### src/rtl/full_subtractor.sv
// Full subtractor: a - b - bin with ripple borrow chain.
// Diff/Borr are purely combinational; diff_q/borr_q/out_valid are a
// one-cycle registered copy captured on en.
module full_subtractor #(
    parameter int WIDTH = 1
) (
    input  logic             clk,
    input  logic             rst,
    input  logic [WIDTH-1:0] a,
    input  logic [WIDTH-1:0] b,
    input  logic             bin,
    output logic [WIDTH-1:0] Diff,
    output logic             Borr,
    input  logic             en,
    output logic [WIDTH-1:0] diff_q,
    output logic             borr_q,
    output logic             out_valid
);

    // One bit cell of the borrow chain: borrow out of bit i.
    function automatic logic borrow_bit(input logic ai, input logic bi, input logic bri);
        return (~ai & bi) | (~(ai ^ bi) & bri);
    endfunction

    // One bit cell of the difference.
    function automatic logic diff_bit(input logic ai, input logic bi, input logic bri);
        return ai ^ bi ^ bri;
    endfunction

    // Borrow chain; br[0] is the external borrow-in, br[WIDTH] the borrow-out.
    logic [WIDTH:0]   br_p0;
    logic [WIDTH-1:0] diff_p0;

    assign br_p0[0] = bin;

    // ---- stage p0: combinational ripple-borrow subtractor ----
    for (genvar i = 0; i < WIDTH; i++) begin : g_cell
        assign diff_p0[i]   = diff_bit(a[i], b[i], br_p0[i]);
        assign br_p0[i + 1] = borrow_bit(a[i], b[i], br_p0[i]);
    end

    assign Diff = diff_p0;
    assign Borr = br_p0[WIDTH];

    // ---- stage p1: registered copy ----
    logic [WIDTH-1:0] diff_p1;
    logic             borr_p1;
    logic             vld_p1;

    // Capture the combinational result on en; reset clears everything and wins over en.
    always_ff @(posedge clk) begin
        if (rst) begin
            diff_p1 <= '0;
            borr_p1 <= 1'b0;
            vld_p1  <= 1'b0;
        end else if (en) begin
            diff_p1 <= diff_p0;
            borr_p1 <= br_p0[WIDTH];
            vld_p1  <= 1'b1;
        end
    end

    assign diff_q    = diff_p1;
    assign borr_q    = borr_p1;
    assign out_valid = vld_p1;

endmodule

### config.mk
export PLATFORM = sky130hd
export DESIGN_NAME = full_subtractor
export DESIGN_NICKNAME = d
export VERILOG_FILES = /design/src/rtl/full_subtractor.sv
export SDC_FILE = /design/constraint.sdc
export NUM_CORES = 1
export LEC_CHECK = 0
export CAP_MARGIN = 20
export CORE_AREA = 2 2 39 41
export DETAILED_ROUTE_END_ITERATION = 10
export DIE_AREA = 0 0 41 43
export PLACE_DENSITY = 0.39
export SYNTH_ARGS = -nofsm -noshare
export SYNTH_HDL_FRONTEND = slang
export SYNTH_SLANG_ARGS = --single-unit
### constraint.sdc
create_clock -name clk -period 1.3 [get_ports clk]
set_input_delay 0.195 -clock clk [delete_from_list [all_inputs] [get_ports clk]]
set_output_delay 0.195 -clock clk [all_outputs]
set_load 0.02 [all_outputs]
==> reports/qor.yml <==
clock_network:
  cts_inserted_buffers: 3
  cts_tree: "done"
  cts_max_level: 1
  cts_root_buf: "clkbuf_4"
  clock_latency_ns: 0.23
  cts_hold_buf: 0
  clk_pin_slew_ns: 0.04
  cts_max_path_buffers: 2
  clock-sinks: 3
hold_path:
  min_path_cells: 4
  hold_class: "input port to register"
  whs_endpoint: "borr_q$_SDFFE_PP0P_"
  hold_start: "a"
routing:
  firstDrtPassIters: 1
  vias_per_cell: 3.24
  routedWlPerCell_um: 7.93
  route.detailed.drc: 0
  vias: 146
  drt_iter0_markers: 0
  finalWirelength_um: 357
  drtAntennaViolNets: 0
place:
  post-place-ws_ns: -0.762
  gp_congestion: 0.564
  post-dp-hpwl_um: 283
  port_buffers: 10
logic_synthesis:
  syn_inst: 13
  synth_most_common_cell: "nor2_1"
  synth_top_area_frac: 0.485
  netlist_area_um2: 124
  async_flop_share: 0
  ys_ff_latch: 3
  ys_seq_area_frac: 0.485
  avgSynthCellArea_um2: 9.53
  synth_common_cells: "nor2_1, dfxtp_1, inv_1"
  synth_edf_count: 0
  synth_flop_cell: "dfxtp_1"
  ys_warn_count: 0
  yosysUniqueCellTypes: 6
  synth_area_leaders: "dfxtp_1, fa_1, nor2_1"
  syn-num-nets: 20
  synth_top_area_cell: "dfxtp_1"
pwr:
  cellPowerDensity_nw_per_um2: 1320
  sw_frac_of_total: 0.268
  ir_drop_v: 0.000204
  p_clk_frac: 0.466
  intPower_mw: 0.261
  power_switching_mw: 0.0954
  p_seq_frac: 0.291
  p_comb_frac: 0.244
  p_leak_nw: 0.139
critical_path:
  arrival_ns: 1.05
  cp-start-kind: "input port"
  critPathKind: "input port to primary output"
  rrSetupSlack_ns: 0.65
  timing.rr.end: "borr_q$_SDFFE_PP0P_"
  endpoint_kind: "primary output"
  r2r_cells: 2
  worst-path-max-fanout: 2
  reg2reg_from: "borr_q$_SDFFE_PP0P_"
  critPathRequiredTime_ns: 1.11
global_route:
  antenna_found_initial: 0
  grt_overflow_total: 0
  grt_max_degree: 5
  grt_pass1_vias: 150
  grt_pass1_wl_um: 593
  grt_usage: 0.0604
job:
  maxCapViolations: 0
timing:
  hold_viol_final: 0
  max_slew.worst_pin.slew_ns: 0.209
  slew_violations: 0
  max_freq_mhz: 801
  postLayoutSetupSlackWorst_ns: 0.0518
  slew_headroom: 0.862
  setup_viol: 0
  finClkSkew_ns: 0
  period_needed_ns: 1.25
  hold_slack_ns: 0.457
  tns_ns: 0
  rsz0062_at_grt: "no"
  fin_crit_sh: 0.960
layout:
  synthToLayoutAreaGrowth_pct: 118
  n_antenna_cell: 0
  nets: 37
  n_fill_cell: 161
  drive_gt1_frac: 0.310
  postLayoutCoreUtil: 0.195
floorplanning:
  fp.dieH_um: 43
  coreArea_um2: 1380
  ios: 11
  die_area_um2: 1760
  die_w_um: 41
  start_util: 0.0895
  rows: 14
outcome:
  status: "completed"
-- routing by layer --
| metal | GRT usage | routed length (um) | up-vias |
|---|---|---|---|
| met2 | 0.0656 | 131 | 13 |
| met3 | 0.0366 | 60 | 4 |
| met4 | 0.100 | 25 | 0 |
| met5 | 0 | 0 | - |
| li1 | - | - | 70 |
| met1 | 0.0552 | 139 | 59 |
-- critical path, cell delays in order --
cell,delay [ns]
clkdlybuf4s15_1,0.16
inv_1,0.04
fa_1,0.52
buf_6,0.13
-- through the flow --
stage          cells  total power, mW  cell area, um2
5_1_grt           45            0.373             270
3_5_place_dp      40            0.196             251
3_3_place_gp      40            0.192             251
6_report          45            0.357             270
4_1_cts           45            0.366             274
2_1_floorplan     13            0.143             124
-- power groups by stage --
stage	combinational (mW)	sequential [mW]	clock, mW
final	0.0869	0.104	0.166
after global routing	0.0951	0.105	0.173
after CTS	0.0892	0.104	0.173
after detailed placement	0.0900	0.106	0
after global placement	0.0872	0.105	0
after floorplan	0.0285	0.114	0
-- state kept, by name, indices dropped and copies added (netlist names) --
| name | cells |
|---|---|
| diff_q | 1 |
| out_valid | 1 |
| borr_q | 1 |
-- repair_timing --
item	CTS	global route
resized for setup	21	2
pin swaps	1	1
setup endpoints to repair	6	1
setup buffers	1	0
-- kinds of logic after synthesis --
logic type               share of synthesized area
AND/OR/NAND/NOR                              0.121
buffers and inverters                       0.0909
flip-flops                                   0.485
AO/OA/AOI/OAI                               0.0606
multiplexers                                0.0808
adder cells (fa/ha/maj)                      0.162
-- final cells by class --
cell class                      count  area [um2]  share of cell area
Clock buffer                        4        26.3              0.0972
Multi-Input combinational cell      7        52.6               0.194
Sequential cell                     3        60.1               0.222
Tap cell                           16        20.0              0.0741
Inverter                            3        11.3              0.0417
Timing Repair Buffer               12         100               0.370
-- layout by cell type (no fill, tap or decap) --
master / n
buf_4: 3
nor2_1: 4
clkbuf_4: 3
clkdlybuf4s15_1: 1
a211oi_1: 1
clkdlybuf4s50_1: 2
dlygate4sd2_1: 3
inv_1: 3
buf_2: 1
dfxtp_1: 3
fa_1: 1
mux2i_1: 1
buf_6: 1
clkbuf_1: 1
clkbuf_2: 1
-- worst max path at each step --
| stage | startpoint | to | slack [ns] |
|---|---|---|---|
| 6_report | bin | Diff | 0.05 |
| 5_1_grt | bin | Diff | 0.01 |
| 2_1_floorplan | b | diff_q$_SDFFE_PP0P_ | 0.18 |
| 3_5_place_dp | b | Diff | -0.76 |
| 3_3_place_gp | b | Diff | -0.73 |
| 4_1_cts | bin | Diff | 0.004 |
No activity file was read; power rests on OpenSTA's default activity.
